**config.mk**
```make
export PLATFORM = sky130hd
export DESIGN_NAME = bcd_serial_addsub_flat
export DESIGN_NICKNAME = d
export VERILOG_FILES = /design/src/rtl/bcd_serial_addsub_pkg.sv /design/src/rtl/bcd_serial_addsub_if.sv /design/src/rtl/bcd_serial_addsub_digit_add.sv /design/src/rtl/bcd_serial_addsub.sv /design/src/flat_wrapper.sv
export SDC_FILE = /design/constraint.sdc
export NUM_CORES = 1
export LEC_CHECK = 0
export ABC_AREA = 1
export BUFFER_PORTS_ARGS = -buffer_cell sky130_fd_sc_hd__buf_2
export CAP_MARGIN = 40
export CORE_MARGIN = 4
export CORE_UTILIZATION = 49
export CTS_CLUSTER_SIZE = 10
export DETAILED_ROUTE_END_ITERATION = 16
export PLACE_DENSITY = 0.82
export SYNTH_ARGS = -nofsm -noshare
export SYNTH_HDL_FRONTEND = slang
export SYNTH_HIERARCHICAL = 1
export SYNTH_SLANG_ARGS = --single-unit
export TNS_END_PERCENT = 100
```
**constraint.sdc**
```tcl
create_clock -name clk -period 3.2 [get_ports clk]
set_input_delay 0.32 -clock clk [delete_from_list [all_inputs] [get_ports clk]]
set_output_delay 0.32 -clock clk [all_outputs]
set_load 0.02 [all_outputs]
```
**src/rtl/bcd_serial_addsub_pkg.sv**
```systemverilog
// Shared definitions for the digit-serial BCD adder/subtractor: digit width,
// FSM state encoding and a helper to pull one BCD digit out of a packed operand.
package bcd_pkg;

   localparam int BCD_W      = 4;
   localparam int MAX_DIGITS = 32;
   localparam int MAX_W      = BCD_W * MAX_DIGITS;

   typedef enum logic [1:0] {
      IDLE,
      CALC,
      DONE
   } state_t;

   // Operands narrower than MAX_W are zero-extended by the caller first.
   function automatic logic [BCD_W-1:0] getDigit(input logic [MAX_W-1:0] vec, input int idx);
      return vec[idx*BCD_W +: BCD_W];
   endfunction

endpackage

```
**src/rtl/bcd_serial_addsub_if.sv**
```systemverilog
// Start/busy/done handshake and operand/result bus of the serial BCD adder.
// The requester uses the master modport, the arithmetic unit the slave modport.
interface bcd_serial_addsub_if #(
   parameter int DIGITS = 4
);
   import bcd_pkg::*;

   logic                      start;
   logic                      sub;
   logic [BCD_W*DIGITS-1:0]   a;
   logic [BCD_W*DIGITS-1:0]   b;
   logic                      busy;
   logic                      done;
   logic [BCD_W*DIGITS-1:0]   sum;
   logic                      cout;
   logic                      err;

   modport master (
      output start, sub, a, b,
      input  busy, done, sum, cout, err
   );

   modport slave (
      input  start, sub, a, b,
      output busy, done, sum, cout, err
   );

endinterface

```
**src/rtl/bcd_serial_addsub_digit_add.sv**
```systemverilog
// Single-digit BCD add/subtract slice: subtraction adds the 9's complement of b,
// with the caller seeding the carry to form the 10's complement.
module bcd_digit_add
   import bcd_pkg::*;
(
   input  logic [BCD_W-1:0] a_i,
   input  logic [BCD_W-1:0] b_i,
   input  logic             cin_i,
   input  logic             sub_i,
   output logic [BCD_W-1:0] digit_o,
   output logic             cout_o,
   output logic             invalid_o
);

   logic [BCD_W-1:0] bEff;
   logic [BCD_W:0]   rawSum;

   // An invalid b digit wraps in 4 bits; the result is flagged via invalid_o anyway.
   always_comb begin
      bEff      = sub_i ? (4'd9 - b_i) : b_i;
      rawSum    = 5'(a_i) + 5'(bEff) + 5'(cin_i);
      invalid_o = (a_i > 4'd9) | (b_i > 4'd9);
      if (rawSum > 5'd9) begin
         digit_o = 4'(rawSum - 5'd10);
         cout_o  = 1'b1;
      end else begin
         digit_o = rawSum[BCD_W-1:0];
         cout_o  = 1'b0;
      end
   end

endmodule

```
**src/rtl/bcd_serial_addsub.sv**
```systemverilog
// Digit-serial BCD adder/subtractor: processes one digit per clock, LSD first,
// and reports the decimal carry (or no-borrow) and an invalid-digit flag at done.
module bcd_serial_addsub
   import bcd_pkg::*;
#(
   parameter int DIGITS = 4
) (
   input  logic                 clk,
   input  logic                 rst,
   bcd_serial_addsub_if.slave   bus
);

   localparam int W     = BCD_W * DIGITS;
   localparam int IDX_W = (DIGITS > 1) ? $clog2(DIGITS) : 1;
   localparam logic [IDX_W-1:0] LAST_IDX = IDX_W'(DIGITS - 1);

   state_t           state_q, state_d;
   logic [IDX_W-1:0] idx_q, idx_d;
   logic [W-1:0]     opA_q, opA_d;
   logic [W-1:0]     opB_q, opB_d;
   logic [W-1:0]     sum_q, sum_d;
   logic             sub_q, sub_d;
   logic             carry_q, carry_d;
   logic             cout_q, cout_d;
   logic             err_q, err_d;

   logic [MAX_W-1:0] opAExt, opBExt;
   logic [BCD_W-1:0] digA, digB, digSum;
   logic             digCout, digInvalid;

   always_comb begin
      opAExt          = '0;
      opBExt          = '0;
      opAExt[W-1:0]   = opA_q;
      opBExt[W-1:0]   = opB_q;
      digA            = getDigit(opAExt, int'(idx_q));
      digB            = getDigit(opBExt, int'(idx_q));
   end

   bcd_digit_add digitAdd (
      .a_i       (digA),
      .b_i       (digB),
      .cin_i     (carry_q),
      .sub_i     (sub_q),
      .digit_o   (digSum),
      .cout_o    (digCout),
      .invalid_o (digInvalid)
   );

   always_ff @(posedge clk) begin
      if (rst) begin
         state_q <= IDLE;
         idx_q   <= '0;
         opA_q   <= '0;
         opB_q   <= '0;
         sum_q   <= '0;
         sub_q   <= 1'b0;
         carry_q <= 1'b0;
         cout_q  <= 1'b0;
         err_q   <= 1'b0;
      end else begin
         state_q <= state_d;
         idx_q   <= idx_d;
         opA_q   <= opA_d;
         opB_q   <= opB_d;
         sum_q   <= sum_d;
         sub_q   <= sub_d;
         carry_q <= carry_d;
         cout_q  <= cout_d;
         err_q   <= err_d;
      end
   end

   // DONE accepts a new start exactly like IDLE so jobs can run back to back.
   always_comb begin
      state_d = state_q;
      idx_d   = idx_q;
      opA_d   = opA_q;
      opB_d   = opB_q;
      sum_d   = sum_q;
      sub_d   = sub_q;
      carry_d = carry_q;
      cout_d  = cout_q;
      err_d   = err_q;
      case (state_q)
         IDLE, DONE: begin
            if (bus.start) begin
               state_d = CALC;
               opA_d   = bus.a;
               opB_d   = bus.b;
               sub_d   = bus.sub;
               carry_d = bus.sub;
               idx_d   = '0;
               sum_d   = '0;
               cout_d  = 1'b0;
               err_d   = 1'b0;
            end else begin
               state_d = IDLE;
            end
         end
         CALC: begin
            for (int i = 0; i < DIGITS; i++) begin
               if (idx_q == IDX_W'(i)) begin
                  sum_d[i*BCD_W +: BCD_W] = digSum;
               end
            end
            carry_d = digCout;
            err_d   = err_q | digInvalid;
            if (idx_q == LAST_IDX) begin
               state_d = DONE;
               cout_d  = digCout;
            end else begin
               idx_d = idx_q + IDX_W'(1);
            end
         end
         default: state_d = IDLE;
      endcase
   end

   assign bus.busy = (state_q == CALC);
   assign bus.done = (state_q == DONE);
   assign bus.sum  = sum_q;
   assign bus.cout = cout_q;
   assign bus.err  = err_q;

endmodule

```
**src/flat_wrapper.sv**
```systemverilog
// flat-port wrapper written by rule: the top's interface ports become plain ports
module bcd_serial_addsub_flat import bcd_pkg::*;
#(
   parameter int DIGITS = 4
)
  (clk, rst, bus_start, bus_sub, bus_a, bus_b, bus_busy, bus_done, bus_sum, bus_cout, bus_err);
  bcd_serial_addsub_if #(.DIGITS(DIGITS)) bus_i ();
  input  logic clk;
  input  logic rst;
  input wire logic [$bits(bus_i.start)-1:0] bus_start;
  input wire logic [$bits(bus_i.sub)-1:0] bus_sub;
  input wire logic [$bits(bus_i.a)-1:0] bus_a;
  input wire logic [$bits(bus_i.b)-1:0] bus_b;
  output wire logic [$bits(bus_i.busy)-1:0] bus_busy;
  output wire logic [$bits(bus_i.done)-1:0] bus_done;
  output wire logic [$bits(bus_i.sum)-1:0] bus_sum;
  output wire logic [$bits(bus_i.cout)-1:0] bus_cout;
  output wire logic [$bits(bus_i.err)-1:0] bus_err;
  assign bus_i.start = bus_start;
  assign bus_i.sub = bus_sub;
  assign bus_i.a = bus_a;
  assign bus_i.b = bus_b;
  assign bus_busy = bus_i.busy;
  assign bus_done = bus_i.done;
  assign bus_sum = bus_i.sum;
  assign bus_cout = bus_i.cout;
  assign bus_err = bus_i.err;
  bcd_serial_addsub #(.DIGITS(DIGITS)) u_core (.clk(clk), .rst(rst), .bus(bus_i));
endmodule
```
; ---- Yosys cells after proc, flatten, opt, wreduce, memory -nomap -nowiden
; Cells that the tools add are included.
[totals]
regBits = 56
latch_bits = 0
ramBits = 0
romBits = 0
input_bits = 36
output_inout_bits = 20
elab_cells = 67
n_memories = 0
[classes]
n_addsub = 5
mul = 0
div = 0
magnitude_cmp = 3
n_eq_ne = 11
n_shift = 2
mux = 21
bitwise = 2
reduce_logical = 11
[op_table]
columns = cell, count
row1 = 128-bit by 5-bit variable part select with 4-bit output, 2
row2 = 16-bit case mux with 2 select lines, 1
row3 = 4-bit 2-to-1 mux, 6
row4 = 16-bit 2-to-1 mux, 1
row5 = 3-bit AND reduction, 5
row6 = 4-bit greater-than comparator (second input constant), 2
row7 = 2-bit by 1-bit inequality test with 1-bit output (second input constant), 4
row8 = 2-bit case mux with 2 select lines, 2
row9 = 2-bit == test (second input constant), 3
row10 = 2-bit 2-to-1 mux, 3
row11 = 1-bit case mux with 2 select lines, 3
row12 = 4-bit by 4-bit adder with 5-bit output, 1
row13 = 5-bit by 1-bit adder with 5-bit output, 1
row14 = 5-bit by 4-bit greater-than comparator with 1-bit output (second input constant), 1
row15 = 1-bit 2-to-1 mux, 5
row16 = 2-bit by 1-bit == test with 1-bit output (second input constant), 2
row17 = 2-bit zero test, 2
row18 = 2-bit inequality test (second input constant), 2
row19 = 2-bit AND reduction, 2
row20 = 4-bit subtractor (first input constant), 1
row21 = 4-bit subtractor (second input constant), 1
row22 = 2-bit by 1-bit adder with 2-bit output (second input constant), 1
row23 = 1-bit OR, 2
row24 = 2-bit nonzero test, 1
row25 = 2-bit OR reduction, 1

; ---- Logic depth before layout (Yosys ltp)
[depth]
word_depth = 9
depth_mapped = 26
ltp_nobuf = 24

; ---- Hierarchy
; Netlist, hierarchy kept.
[by_module_without_submodules]
columns = mod, instances, cells_each, area_each_um2, seq_area_each_um2
row1 = bcd_serial_addsub, 1, 317, 2287.2, 1121.1
row2 = bcd_digit_add, 1, 63, 370.4, 0.0

; ---- Worst setup path after synthesis
; No wires, ideal clock.
[synth_timing]
path_kind = register to register
startpoint = register u_core.idx_q[0]
endpoint = register u_core.sum_q[11] (netlist: u_core/bus.sum[11])
setup_time_ps = 70
arrival_ps = 3190
required_time_ps = 3130
path_slack_ps = -61
path_stages_with_launch = 27
path_buffers = 2
synth_period_minus_slack_ps = 3261
cell_sequence = dfxtp_1 > buf_2 > inv_1 > buf_2 > nor2_1 > o22ai_1 > inv_1 > ha_1 > nand2_1 > o21ai_0 > ha_1 > inv_1 > nand2_1 > nand2_1 > inv_1 > ha_1 > inv_1 > nand2_1 > inv_1 > nand2_4 > nand2_4 > nand2_1 > nand2_1 > inv_1 > nor2_1 > nand2_1 > a21oi_1
[synth_via]
elab_chain_len = 9
elab_cells_between_ends = 14
classes_between = 4 x add/sub / 1 x order compare / 2 x eq/ne / 2 x shift / 4 x mux / 1 x reduce/logical
[synth_lines]
columns = item, line
row1 = start: declaration, bcd_serial_addsub.sv:18  ; logic [IDX_W-1:0] idx_q, idx_d;
row2 = start signal: assignment, bcd_serial_addsub.sv:63  ; idx_q <= idx_d;
row3 = 128-bit by 5-bit variable part select with 4-bit output (*), bcd_serial_addsub_pkg.sv:17  ; return vec[idx*BCD_W +: BCD_W];
row4 = via u_core.digB[1], bcd_serial_addsub.sv:28  ; logic [BCD_W-1:0] digA, digB, digSum;
row5 = 4-bit subtractor, bcd_serial_addsub_digit_add.sv:20  ; bEff = sub_i ? (4'd9 - b_i) : b_i;
row6 = 4-bit 2-to-1 mux (*), bcd_serial_addsub_digit_add.sv:20
row7 = 4-bit by 4-bit adder with 5-bit output (*), bcd_serial_addsub_digit_add.sv:21  ; rawSum = 5'(a_i) + 5'(bEff) + 5'(cin_i);
row8 = 5-bit by 1-bit adder with 5-bit output (*), bcd_serial_addsub_digit_add.sv:21
row9 = 4-bit subtractor or 5-bit by 4-bit greater-than comparator with 1-bit output (tied branches), "bcd_serial_addsub_digit_add.sv:24, bcd_serial_addsub_digit_add.sv:23"
row10 = 4-bit 2-to-1 mux (*), bcd_serial_addsub_digit_add.sv:23  ; if (rawSum > 5'd9) begin
row11 = via u_core.digSum[3], bcd_serial_addsub.sv:28
row12 = 4-bit 2-to-1 mux (*), bcd_serial_addsub.sv:103  ; if (idx_q == IDX_W'(i)) begin
row13 = 16-bit case mux with 2 select lines (*), bcd_serial_addsub.sv:85  ; case (state_q)
row14 = end signal: assignment, bcd_serial_addsub.sv:66  ; sum_q <= sum_d;
row15 = end: declaration, bcd_serial_addsub.sv:21  ; logic [W-1:0] sum_q, sum_d;
; Mark *: on every way through the listed nets, which the timed path passes. The rest lies on a longest branch. The select of a mux whose other input is x is not followed.
; A chain may end at the register's enable or synchronous reset.

; ---- Worst setup path in the final report
[layout_timing]
startpoint = register u_core.idx_q[0]
endpoint = register u_core.sum_q[2] (netlist: u_core/bus.sum[2])
; The elaborated chain is that of the path after synthesis.

==> results.sh <==
export IMPL_coreArea_um2=5170
export IMPL_worstSetupStartpointType="flip-flop"
export IMPL_wl_met3_um=401
export IMPL_p_int_mw=1.24
export IMPL_path_common_cell="nand2_1"
export IMPL_antenna_found_initial=0
export IMPL_synth_cell_type_count=21
export IMPL_portBuffers=55
export IMPL_cap_violations=0
export IMPL_min_delay_start="bus_b[12]"
export IMPL_routedWlPerCell_um=13.0
export IMPL_setup_tns_ns=0
export IMPL_hold_path_class="in -> reg"
export IMPL_r2r_start="u_core/idx_q[0]"
export IMPL_synth_yosys_warnings=6
export IMPL_net_switching_power_uw=806
export IMPL_worst_setup_path_end_kind="flip-flop"
export IMPL_vdd_drop_max_uv=281
export IMPL_setup_violations=0
export IMPL_cts_max_path_buffers=2
export IMPL_p_clk_frac=0.206
export IMPL_fin_crit_ns=3.12
export IMPL_power_density_nw_per_um2=623
export IMPL_worst_hold_slack_ns=0.234
export IMPL_crit_required_ns=3.44
export IMPL_area_growth_syn_to_layout_pct=23.4
export IMPL_ant_nets=0
export IMPL_slew_headroom=0.478
export IMPL_grt_pass1_vias=2257
export IMPL_grt_max_degree=42
export IMPL_post_route_drc_count=0
export IMPL_boundaryPins=56
export IMPL_cts_tree="built"
export IMPL_avgSynthCellArea_um2=6.99
export IMPL_dpl_hpwl_um=4570
export IMPL_synth_seq_area_share=0.422
export IMPL_first_pass_iters=4
export IMPL_critPathMaxFanout=6
export IMPL_swShare=0.395
export IMPL_wl_met2_um=3200
export IMPL_synth_area_um2=2660
export IMPL_die_x_um=81.6
export IMPL_cts_made_buffers=5
export IMPL_finalHoldViolCount=0
export IMPL_period_share=0.974
export IMPL_clock_sinks=56
export IMPL_via_per_inst=5.15
export IMPL_slowest_stage="dfxtp_4"
export IMPL_post_route_util=0.634
export IMPL_syn_inst=380
export IMPL_crit_family="simple AND/OR/NAND/NOR gates"
export IMPL_post_place_ws_ns=-0.0261
export IMPL_drv_slew=0
export IMPL_status="finished clean"
export IMPL_start_util=0.514
export IMPL_combPwrFrac=0.401
export IMPL_drtIter0Drc=209
export IMPL_grtUsageTotal=0.197
export IMPL_cts_hold_buf=0
export IMPL_cp_num_buf_inv=8
export IMPL_fin_nets=488
export IMPL_skew_ns=0.0141
export IMPL_routed_wl_um=6640
export IMPL_root_buffer="clkbuf_8"
export IMPL_critPathMaxStageDelay_ns=0.39
export IMPL_grt_overflow_total=0
export IMPL_die_h_um=81.6
export IMPL_setup_slack_ns=0.0847
export IMPL_power_share_sequential=0.393
export IMPL_design_die_area_um2=6670
export IMPL_via_count=2639
export IMPL_grt_pass1_wl_um=10200
export IMPL_fmax_mhz=321
export IMPL_syn_nets=427
export IMPL_layout_common_cells="nor2_1 (86), nand2_1 (61), buf_2 (55)"
export IMPL_arrival_ns=3.36
export IMPL_worstSetupPathType="reg -> reg"
export IMPL_gp_congestion=0.904
export IMPL_clkTransAtPathRegs_ns=0.11
export IMPL_dr_max_layer_used="met4"
export IMPL_rows=26
export IMPL_insertion_delay_ns=0.32
export IMPL_worstMarginPinSlew_ns=0.782
export IMPL_finalPower_mw=2.04
export IMPL_n_antenna_cell=0
export IMPL_worstSetupStartpoint="u_core/idx_q[0]"
export IMPL_leakagePower_nw=1.52
export IMPL_cts_max_level=2
export IMPL_drive_gt1_frac=0.267
export IMPL_ys_seq_elements=56
export IMPL_final_common_cell="nor2_1"
export IMPL_met1_length_um=2920
cell families (layout without fill, tap and decap cells):
kind of cell	Yosys count	after routing	share of synthesized area
AO/OA/AOI/OAI	84	84	0.164
XOR/XNOR	2	2	0.00659
adder cells (fa/ha/maj)	11	11	0.0574
buffers and inverters	46	108	0.0716
flip-flops	56	56	0.422
AND/OR/NAND/NOR	181	181	0.279
Yosys cell counts:
master	number	area, µm²
a21oi_1	22	110
a21oi_2	1	8.76
a31oi_1	1	6.26
buf_2	8	40.0
buf_6	1	11.3
clkbuf_1	7	26.3
dfxtp_1	56	1120
fa_1	2	40.0
ha_1	9	113
inv_1	29	109
inv_2	1	3.75
nand2_1	65	244
nand2_2	6	37.5
nand2_4	3	33.8
nand3_1	13	65.1
nand3_2	1	10.0
nor2_1	92	345
nor3_1	1	5.00
o21ai_0	52	260
o22ai_1	8	50.1
xnor2_1	2	17.5
worst min-delay path: stages:
cell and delay, ns:
buf_2 0.07, o21ai_0 0.07, nor2_1 0.07
metrics by stage:
step                cells  instance area, µm²
floorplan             380                2660
global placement      498                3020
detailed placement    498                3020
CTS                   506                3130
global route          512                3280
finish                512                3280
metal layers:
layer,GRT usage,vias to the layer above
met1,0.267,1202
met4,0.0714,0
met2,0.311,89
li1,-,1336
met5,0,-
met3,0.0406,12
final timing paths:
check	to	slack (ns)	depth (start not counted)
setup / recovery	u_core/bus.sum[2]	0.08	25
hold / removal	u_core/opB_q[12]	0.23	3
setup reg to reg	u_core/bus.sum[2]	0.08	25
hold reg to reg	u_core/bus.sum[4]	0.47	2
sequential cells by signal, summed over array words and instances, names as in the netlist:
signal and cells:
u_core/sub_q 1, u_core/state_q 2, u_core/opB_q 16, u_core/idx_q 2
u_core/opA_q 16, u_core/bus.sum 16, u_core/bus.err 1, u_core/bus.cout 1
u_core/carry_q 1
power groups by stage:
stage	combinational, mW	sequential, mW	clock (mW)
2_1_floorplan	0.486	0.832	0
3_3_place_gp	0.648	0.812	0
3_5_place_dp	0.671	0.813	0
4_1_cts	0.693	0.798	0.426
5_1_grt	0.906	0.810	0.459
6_report	0.818	0.802	0.421
repair_timing:
| action | CTS | global route |
|---|---|---|
| gates cloned | 0 | 1 |
| resized for setup | 4 | 34 |
| buffers inserted | 0 | 5 |
| setup endpoints to repair | 12 | 14 |
| endpoints found under the hold margin | 0 | 0 |
| pin swaps | 1 | 13 |
final cells by class:
class / count / area [µm²]
clock buffer: 5 / 68.8
inverter: 30 / 115
tap: 70 / 87.6
clock inverter: 3 / 28.8
fill: 435 / 1890
timing repair buffer: 70 / 417
sequential: 56 / 1130
multi-input combinational: 278 / 1440
Power figures use the tool's default switching activity.
